**config.mk**
```make
export PLATFORM = sky130hd
export DESIGN_NAME = match_collect_l4
export DESIGN_NICKNAME = d
export VERILOG_FILES = /design/src/rtl/match_collect_l4.sv
export SDC_FILE = /design/constraint.sdc
export NUM_CORES = 1
export LEC_CHECK = 0
export CORE_MARGIN = 2
export CORE_UTILIZATION = 25
export DETAILED_ROUTE_END_ITERATION = 7
export SETUP_SLACK_MARGIN = 0.2
export SYNTH_ARGS = -nofsm -noshare
export SYNTH_HDL_FRONTEND = slang
export SYNTH_SLANG_ARGS = --single-unit
```
**constraint.sdc**
```tcl
create_clock -name clk -period 4.95 [get_ports clk]
set_input_delay 0.99 -clock clk [delete_from_list [all_inputs] [get_ports clk]]
set_output_delay 0.99 -clock clk [all_outputs]
set_load 0.02 [all_outputs]
```
**src/rtl/match_collect_l4.sv**
```systemverilog
// match_collect_l4: aligns the enable/byte_pos/pkt_start of each byte slot with
// the compare results that arrive LAT cycles later, builds up to two match
// records per slot (case and nocase) and queues them in a 2-write/1-read
// first-word-fall-through FIFO, counting records accepted and dropped.
//
// Ports:
//   clk, rst                        clock, synchronous active-high reset
//   enable, byte_pos, pkt_start     byte-slot marker, position and packet start
//   compare_out, suffix             case-sensitive hit flags and suffix code
//   compare_out_nocase,
//   suffix_nocase                   case-insensitive hit flags and suffix code
//   m_valid, m_ready, m_data        record stream {nocase, hit, suffix, pos}
//   drop_cnt                        records lost to a full FIFO (saturating)
//   match_cnt                       records accepted since last packet start
module match_collect_l4 #(
  parameter int unsigned LAT   = 4,
  parameter int unsigned DEPTH = 16,
  parameter int unsigned POS_W = 16
) (
  input  logic               clk,
  input  logic               rst,
  input  logic               enable,
  input  logic [POS_W-1:0]   byte_pos,
  input  logic               pkt_start,
  input  logic [1:0]         compare_out,
  input  logic [1:0]         compare_out_nocase,
  input  logic [1:0]         suffix,
  input  logic [1:0]         suffix_nocase,
  output logic               m_valid,
  input  logic               m_ready,
  output logic [POS_W+4:0]   m_data,
  output logic [15:0]        drop_cnt,
  output logic [15:0]        match_cnt
);

  localparam int unsigned AW = $clog2(DEPTH);
  localparam int unsigned CW = AW + 1;
  localparam int unsigned FW = CW + 1;
  localparam int unsigned DW = POS_W + 5;

  // Slot delay line
  logic [LAT-1:0]   en_q, en_d;
  logic [LAT-1:0]   pkt_q, pkt_d;
  logic [POS_W-1:0] pos_q [LAT];
  logic [POS_W-1:0] pos_d [LAT];

  // FIFO state and counters
  logic [DW-1:0]    mem_q [DEPTH];
  logic [AW-1:0]    wr_ptr_q, wr_ptr_d;
  logic [AW-1:0]    rd_ptr_q, rd_ptr_d;
  logic [CW-1:0]    cnt_q, cnt_d;
  logic [15:0]      drop_q, drop_d;
  logic [15:0]      match_q, match_d;

  logic             slot_en, slot_pkt;
  logic [POS_W-1:0] slot_pos;
  logic [DW-1:0]    rec_c, rec_n, wr0_data;
  logic             hit_c, hit_n, acc_c, acc_n, pop, wr0_en, wr1_en;
  logic [AW-1:0]    wr_ptr_nx;
  logic [FW-1:0]    free_slots;
  logic [1:0]       n_hit, n_acc, n_drop;
  logic [16:0]      drop_sum, match_sum;

  assign slot_en  = en_q[LAT-1];
  assign slot_pkt = pkt_q[LAT-1];
  assign slot_pos = pos_q[LAT-1];

  assign m_valid  = (cnt_q != '0);
  assign m_data   = mem_q[rd_ptr_q];
  assign drop_cnt = drop_q;
  assign match_cnt = match_q;

  // Delay line shifts every cycle, independent of enable
  always_comb begin
    en_d[0]  = enable;
    pkt_d[0] = pkt_start;
    pos_d[0] = byte_pos;
    for (int i = 1; i < LAT; i++) begin
      en_d[i]  = en_q[i-1];
      pkt_d[i] = pkt_q[i-1];
      pos_d[i] = pos_q[i-1];
    end
  end

  // Record build, slot allocation (case record wins a single free slot), counters
  always_comb begin
    rec_c = {1'b0, compare_out, suffix, slot_pos};
    rec_n = {1'b1, compare_out_nocase, suffix_nocase, slot_pos};
    hit_c = slot_en & (|compare_out);
    hit_n = slot_en & (|compare_out_nocase);
    pop   = m_valid & m_ready;

    // A same-cycle pop frees a slot for this cycle's writes
    free_slots = FW'(DEPTH) - FW'(cnt_q) + FW'(pop);

    acc_c = hit_c && (free_slots >= FW'(1));
    acc_n = hit_n && (free_slots >= (hit_c ? FW'(2) : FW'(1)));

    n_hit  = 2'(hit_c) + 2'(hit_n);
    n_acc  = 2'(acc_c) + 2'(acc_n);
    n_drop = n_hit - n_acc;

    wr0_en    = acc_c | acc_n;
    wr1_en    = acc_c & acc_n;
    wr0_data  = acc_c ? rec_c : rec_n;
    wr_ptr_nx = wr_ptr_q + AW'(1);

    wr_ptr_d = wr_ptr_q + AW'(n_acc);
    rd_ptr_d = rd_ptr_q + AW'(pop);
    cnt_d    = cnt_q + CW'(n_acc) - CW'(pop);

    drop_sum = {1'b0, drop_q} + 17'(n_drop);
    drop_d   = drop_sum[16] ? 16'hFFFF : drop_sum[15:0];

    match_sum = {1'b0, match_q} + 17'(n_acc);
    if (slot_en && slot_pkt) match_d = 16'(n_acc);
    else                     match_d = match_sum[16] ? 16'hFFFF : match_sum[15:0];
  end

  // Control state
  always_ff @(posedge clk) begin
    if (rst) begin
      en_q     <= '0;
      pkt_q    <= '0;
      for (int i = 0; i < LAT; i++) pos_q[i] <= '0;
      wr_ptr_q <= '0;
      rd_ptr_q <= '0;
      cnt_q    <= '0;
      drop_q   <= '0;
      match_q  <= '0;
    end else begin
      en_q     <= en_d;
      pkt_q    <= pkt_d;
      for (int i = 0; i < LAT; i++) pos_q[i] <= pos_d[i];
      wr_ptr_q <= wr_ptr_d;
      rd_ptr_q <= rd_ptr_d;
      cnt_q    <= cnt_d;
      drop_q   <= drop_d;
      match_q  <= match_d;
    end
  end

  // FIFO storage, not reset
  always_ff @(posedge clk) begin
    if (!rst && wr0_en) mem_q[wr_ptr_q]  <= wr0_data;
    if (!rst && wr1_en) mem_q[wr_ptr_nx] <= rec_n;
  end

endmodule

```
### Yosys cells after proc, flatten, opt, wreduce, memory -nomap -nowiden

Memory sizes are Yosys's and may differ from the RTL's. A register that Yosys moved wholly into a read port is not among the register bits.
Index checks and enable logic that the tools add are counted.

* flip-flop bits (word level): 53
* memory bits (writable): 400
* input port bits: 29
* output and inout bits: 54
* word-level logic and storage cells: 60
* memories: 2

Memory list
* mem_q: words 16, width 21, rd ports 1, clocked after memory_dff 1, write ports 2, line 48 `logic [DW-1:0] mem_q [DEPTH];`
* pos_q: words 4, width 16, rd ports 4, clocked after memory_dff 0, write ports 4, line 44 `logic [POS_W-1:0] pos_q [LAT];`

* add/sub/neg operators: 12
* magnitude comparators: 2
* muxes and demuxes: 17
* bitwise operators: 9
* reduce and logical (&&, ||, !) cells: 10

Operators with widths (count)
* 2-to-1 mux 16 bit: 6
* adder 16 x 2 -> 17 bit: 2
* 2-to-1 mux 21 bit: 1
* 2-to-1 mux 1 bit: 7
* adder 6 x 1 -> 6 bit: 1
* greater-or-equal comparator 6 x 1 -> 1 bit (second input constant): 1
* greater-or-equal comparator 6 x 2 -> 1 bit: 1
* OR reduction 2 bit: 3
* subtractor 5 x 5 -> 6 bit (first input constant): 1
* adder 5 x 2 -> 5 bit: 1
* logical AND 1 bit: 5
* bitwise OR 1 bit: 5
* nonzero test 5 bit: 1
* subtractor 5 x 1 -> 5 bit: 1
* adder 1 x 1 -> 2 bit: 2
* adder 4 x 1 -> 4 bit: 1
* adder 4 x 1 -> 4 bit (second input constant): 1
* adder 4 x 2 -> 4 bit: 1
* AND 1 bit: 4
* 2-to-1 mux 2 bit: 2
* 2-to-1 mux 4 bit: 1
* subtractor 2 bit: 1
* zero test 1 bit: 1

### Logic depth before layout (Yosys ltp)

* depth after elaboration: 9
* gate-level depth with buffers: 24
* depth with buffers taken out: 24

### Least setup slack after synthesis

Ideal clock, no wire load.

* path type: register to register
* start point: register cnt_q[3]
* end point: register drop_q[10], in the netlist drop_cnt[10]
* setup time: 133 ps
* arrival time: 5118 ps
* data required time: 4817 ps
* path slack: -301 ps
* stages on the path, launching flop included: 25
* buffers on the path: 2
* period minus slack after synthesis: 5251 ps
* cell sequence: dfxtp_1 -> inv_1 -> ha_1 -> or4b_2 -> nand2_1 -> ha_1 -> inv_1 -> ha_1 -> or3b_1 -> mux2_2 -> nor2_1 -> a21o_1 -> inv_1 -> ha_1 -> xnor2_1 -> ha_1 -> xnor2_1 -> xnor2_1 -> fa_1 -> and4_1 -> and3_1 -> clkbuf_1 -> nand3_1 -> clkbuf_1 -> a21oi_1

* longest elaborated chain between the ends: 9
* elaborated cells between the ends (all ways): 12
* classes of those cells: add/sub (5); order compare (2); mux (1); bitwise (1); reduce/logical (3)

Ends and longest elaborated chain
* start, declared: line 51 `logic [CW-1:0] cnt_q, cnt_d;`
* start signal, assigned: line 137 `cnt_q <= cnt_d;`
* nonzero test 5 bit (*): line 68 `assign m_valid = (cnt_q != '0);`
* named net m_valid: line 29 `output logic m_valid,`
* AND 1 bit (*): line 91 `pop = m_valid & m_ready;`
* adder 6 x 1 -> 6 bit (*): line 94 `free_slots = FW'(DEPTH) - FW'(cnt_q) + FW'(pop);`
* greater-or-equal comparator 6 x 1 -> 1 bit or greater-or-equal comparator 6 x 2 -> 1 bit (tied branches): line 96, 97
* logical AND 1 bit, on equally long branches: line 96, 97
* adder 1 x 1 -> 2 bit (*): line 100 `n_acc = 2'(acc_c) + 2'(acc_n);`
* subtractor 2 bit (*): line 101 `n_drop = n_hit - n_acc;`
* adder 16 x 2 -> 17 bit (*): line 112 `drop_sum = {1'b0, drop_q} + 17'(n_drop);`
* 2-to-1 mux 16 bit (*): line 113 `drop_d = drop_sum[16] ? 16'hFFFF : drop_sum[15:0];`
* end signal, assigned: line 138 `drop_q <= drop_d;`
* end, declared: line 52 `logic [15:0] drop_q, drop_d;`

The timed path passes the listed nets; every way through them passes the cells marked *.
A chain may end at the register's enable or synchronous reset.

### Worst setup path in the final report

* start point: input port m_ready
* end point: register drop_q[15], in the netlist drop_cnt[15]

* longest elaborated chain between the ends: 8
* elaborated cells between the ends (all ways): 10
* classes of those cells: add/sub (4); order compare (2); mux (1); bitwise (1); reduce/logical (2)

Ends and longest elaborated chain
* start, declared: line 30 `input logic m_ready,`
* AND 1 bit (*): line 91
* adder 6 x 1 -> 6 bit (*): line 94
* greater-or-equal comparator 6 x 1 -> 1 bit or greater-or-equal comparator 6 x 2 -> 1 bit (tied branches): line 96, 97
* logical AND 1 bit, on equally long branches: line 96, 97
* adder 1 x 1 -> 2 bit (*): line 100
* subtractor 2 bit (*): line 101
* adder 16 x 2 -> 17 bit (*): line 112
* 2-to-1 mux 16 bit (*): line 113

Every way passes the cells marked *; elsewhere a longest branch is shown, timed or not.

==> results.yml <==
run_status:
  outcome: "completed"
logic_synthesis:
  synth.top_cell.area_share_pct: 48.82
  synth.cell_area_um2: 19680
  synth.area.top_cells: "edfxtp_1 (49%), dfxtp_1 (14%), mux4_2 (12%)"
  yosysWarningCount: 0
  synthCells: 1372
  synth.avg_cell_area_um2: 14.35
  synth_edf_count: 320
  synthArstFlopShare_pct: 0
  ys_seq_elements: 453
  synth_ff_type: "edfxtp_1"
  ys_seq_area_share_pct: 62.35
  yosysUniqueCellTypes: 58
  syn_nets: 1428
  synth_area_leader_cell: "edfxtp_1"
global_routing:
  first_global_vias: 11530
  track_usage_pct: 11.02
  grt_overflow_total: 0
  grt_pass1_wl_mm: 68.97
  antenna_found_initial: 0
  grt_max_degree: 85
critical_path:
  cp.arrival_ns: 4.91
  cp_common_cell: "ha_1"
  setup.worst_path.class: "in2reg"
  cp_slowest_cell: "clkdlybuf4s50_1"
  endpoint_kind: "flip-flop"
  max_stage_delay_ns: 0.48
  start_kind: "input pin"
  critPathMaxFanout: 5
  worstPathCellList: "clkdlybuf4s50_1 > nand2_2 > ha_1 > inv_1 > ha_1 > or3b_4 > mux2_4 > nor2_1 > a21o_1 > inv_1 > ha_4 > xnor2_1 > ha_1 > xnor2_2 > xnor2_2 > ha_1 > a21oi_2 > nor3_2 > buf_4 > nand4_1 > xor2_1 > a21oi_1"
  cp.required_ns: 5.36
timing:
  fin_crit_ns: 4.497
  totalNegativeSetupSlack_ns: 0
  whs_ns: 0.4262
  tightest_slew_ns: 1.093
  finClkSkew_ns: 0.01293
  rsz0062_at_grt: "false"
  setup_viol: 0
  fin_crit_sh_pct: 90.84
  fmax_mhz: 222.4
  hold_viol: 0
  max_slew_margin_pct: 27.13
  drv_slew: 0
place:
  dpl.hpwl_mm: 27.91
  portBuffers: 82
  dp.cells: 2481
  place_congestion: 0.8256
die:
  io_pins: 83
  start_util_pct: 25.32
  die_w_um: 284.6
  rows: 102
  core_um2: 77720
  fp.dieH_um: 284.6
  fp.dieArea_um2: 80990
clock_tree:
  clk_pin_slew_ns: 0.06
  cts.path.max_buffers: 3
  postCtsHoldBufs: 0
  ctsHtreeMaxLevel: 2
  cts_made_buffers: 46
  cts_tree: "done"
  clkSinkCount: 453
  worstSkewPairLatency_ns: 0.57
  root_buffer: "clkbuf_16"
routing:
  vias: 11230
  vias_per_cell: 4.373
  postRouteWirelength_mm: 45.17
  drc: 0
  drt_pre_antenna_iters: 7
  post_drt_wl_per_cell_um: 17.59
  drtAntennaViolNets: 0
  first_iter_violations: 878
final_layout:
  nets: 1549
  utilization_pct: 30.75
  num_antenna_cells: 0
  area_delta_synth_final_pct: 21.43
  drive_gt1_share_pct: 20.55
  stdcell_count: 2568
  n_fill_cell: 7655
min_path:
  hold_class: "reg2reg"
power_and_ir_drop:
  p_per_area_nw_per_um2: 399.1
  p_total_uw: 9537
  peakVddDrop_mv: 0.2327
  leakage_uw: 0.007782
job:
  maxCapViolations: 0
-- report_power, final --
part	switching, µW	total, µW	internal (µW)
sequential	97.0	4170	4070
clock	1460	3470	2010
combinational	849	1900	1050
total	2410	9540	7130
-- synthesized netlist by cell type (all sizes together), types with 14 or more instances --
master	instances
o21ai	15
nor2b	89
a22o	32
nand3	19
a21oi	40
dfxtp	133
clkbuf	68
edfxtp	320
nor2	88
nand2	28
xnor2	15
mux4	105
inv	24
buf	20
and2	257
ha	23
xor2	14
-- metal layers --
| layer | vias to the layer above | GRT usage, % | part of all wire (%) |
|---|---|---|---|
| li1 | 5248 | - | - |
| met1 | 5685 | 14.11 | 43 |
| met2 | 238 | 19.12 | 50 |
| met3 | 58 | 1.926 | 4.6 |
| met4 | 0 | 2.908 | 1.8 |
| met5 | - | 0 | 0 |
-- path summary, 6_finish.rpt --
kind           startpoint  depth (start not counted)            to  slack, ns
max reg2reg      cnt_q[3]                         24  drop_cnt[15]       0.47
min          pos_q[0][19]                          1  pos_q[0][35]       0.43
min reg2reg  pos_q[0][19]                          1  pos_q[0][35]       0.43
max               m_ready                         22  drop_cnt[15]       0.45
-- worst max-delay path, delay by kind of cell --
kind	cells	cell delay, ns
buffers and inverters	4	0.76
AOI/OAI and AO/OA	3	0.42
adders and majority gates	5	1.05
muxes	1	0.31
xor gates and xnor gates	4	0.65
and+or+nand+nor	5	0.73
-- sequential cells by signal (all words and copies together), names as in the netlist --
register / flops
pkt_q: 4
pos_q: 64
mem_q: 336
wr_ptr_q: 4
drop_cnt: 16
match_cnt: 16
en_q: 4
rd_ptr_q: 4
cnt_q: 5
-- per-stage QoR --
step	worst slack (ns)	area [µm²]
2_1_floorplan	0.2123	19710
3_3_place_gp	-0.4014	22300
3_5_place_dp	-0.5254	22300
4_1_cts	0.2111	23830
5_1_grt	0.2001	23900
6_report	0.4532	23900
-- repair_timing --
action / in CTS / in global routing
endpoints found under the setup margin: 17 / 31
buffers inserted: 0 / 4
pin swaps: 0 / 7
resized for setup: 7 / 9
-- layout by cell type (no fill, tap or decap), types with 14 or more instances in the layout --
master,synthesis,layout
inv_1,23,21
nor2_2,6,14
buf_4,0,63
mux4_2,105,105
and2_1,257,257
nand3_1,19,18
ha_1,23,21
dfxtp_1,133,129
nand2_1,28,27
xor2_1,14,14
clkdlybuf4s50_1,0,81
nor2b_1,89,89
nor2_1,82,74
a21oi_1,40,39
a22o_1,32,32
buf_12,0,16
clkbuf_16,0,46
edfxtp_1,320,320
-- cell families after synthesis --
| logic type | after synthesis | share of synthesized area [%] |
|---|---|---|
| xor gates and xnor gates | 29 | 1.291 |
| and+or+nand+nor | 522 | 15.38 |
| DFF | 453 | 62.35 |
| muxes | 108 | 12.19 |
| buffers and inverters | 112 | 2.244 |
| adders and majority gates | 27 | 1.869 |
| AOI/OAI and AO/OA | 121 | 4.666 |
-- area by class of cell --
class                   count  area [µm²]  area share (%)
clock inverters            30       291.5           1.220
repair buffers            161        1615           6.759
well taps                1040        1301           5.445
multi-input cells         807        7112           29.76
clock buffers              53        1207           5.052
inverters                  24       90.09          0.3769
flip-flops and latches    453       12280           51.39
Power figures use the tool's default switching activity.
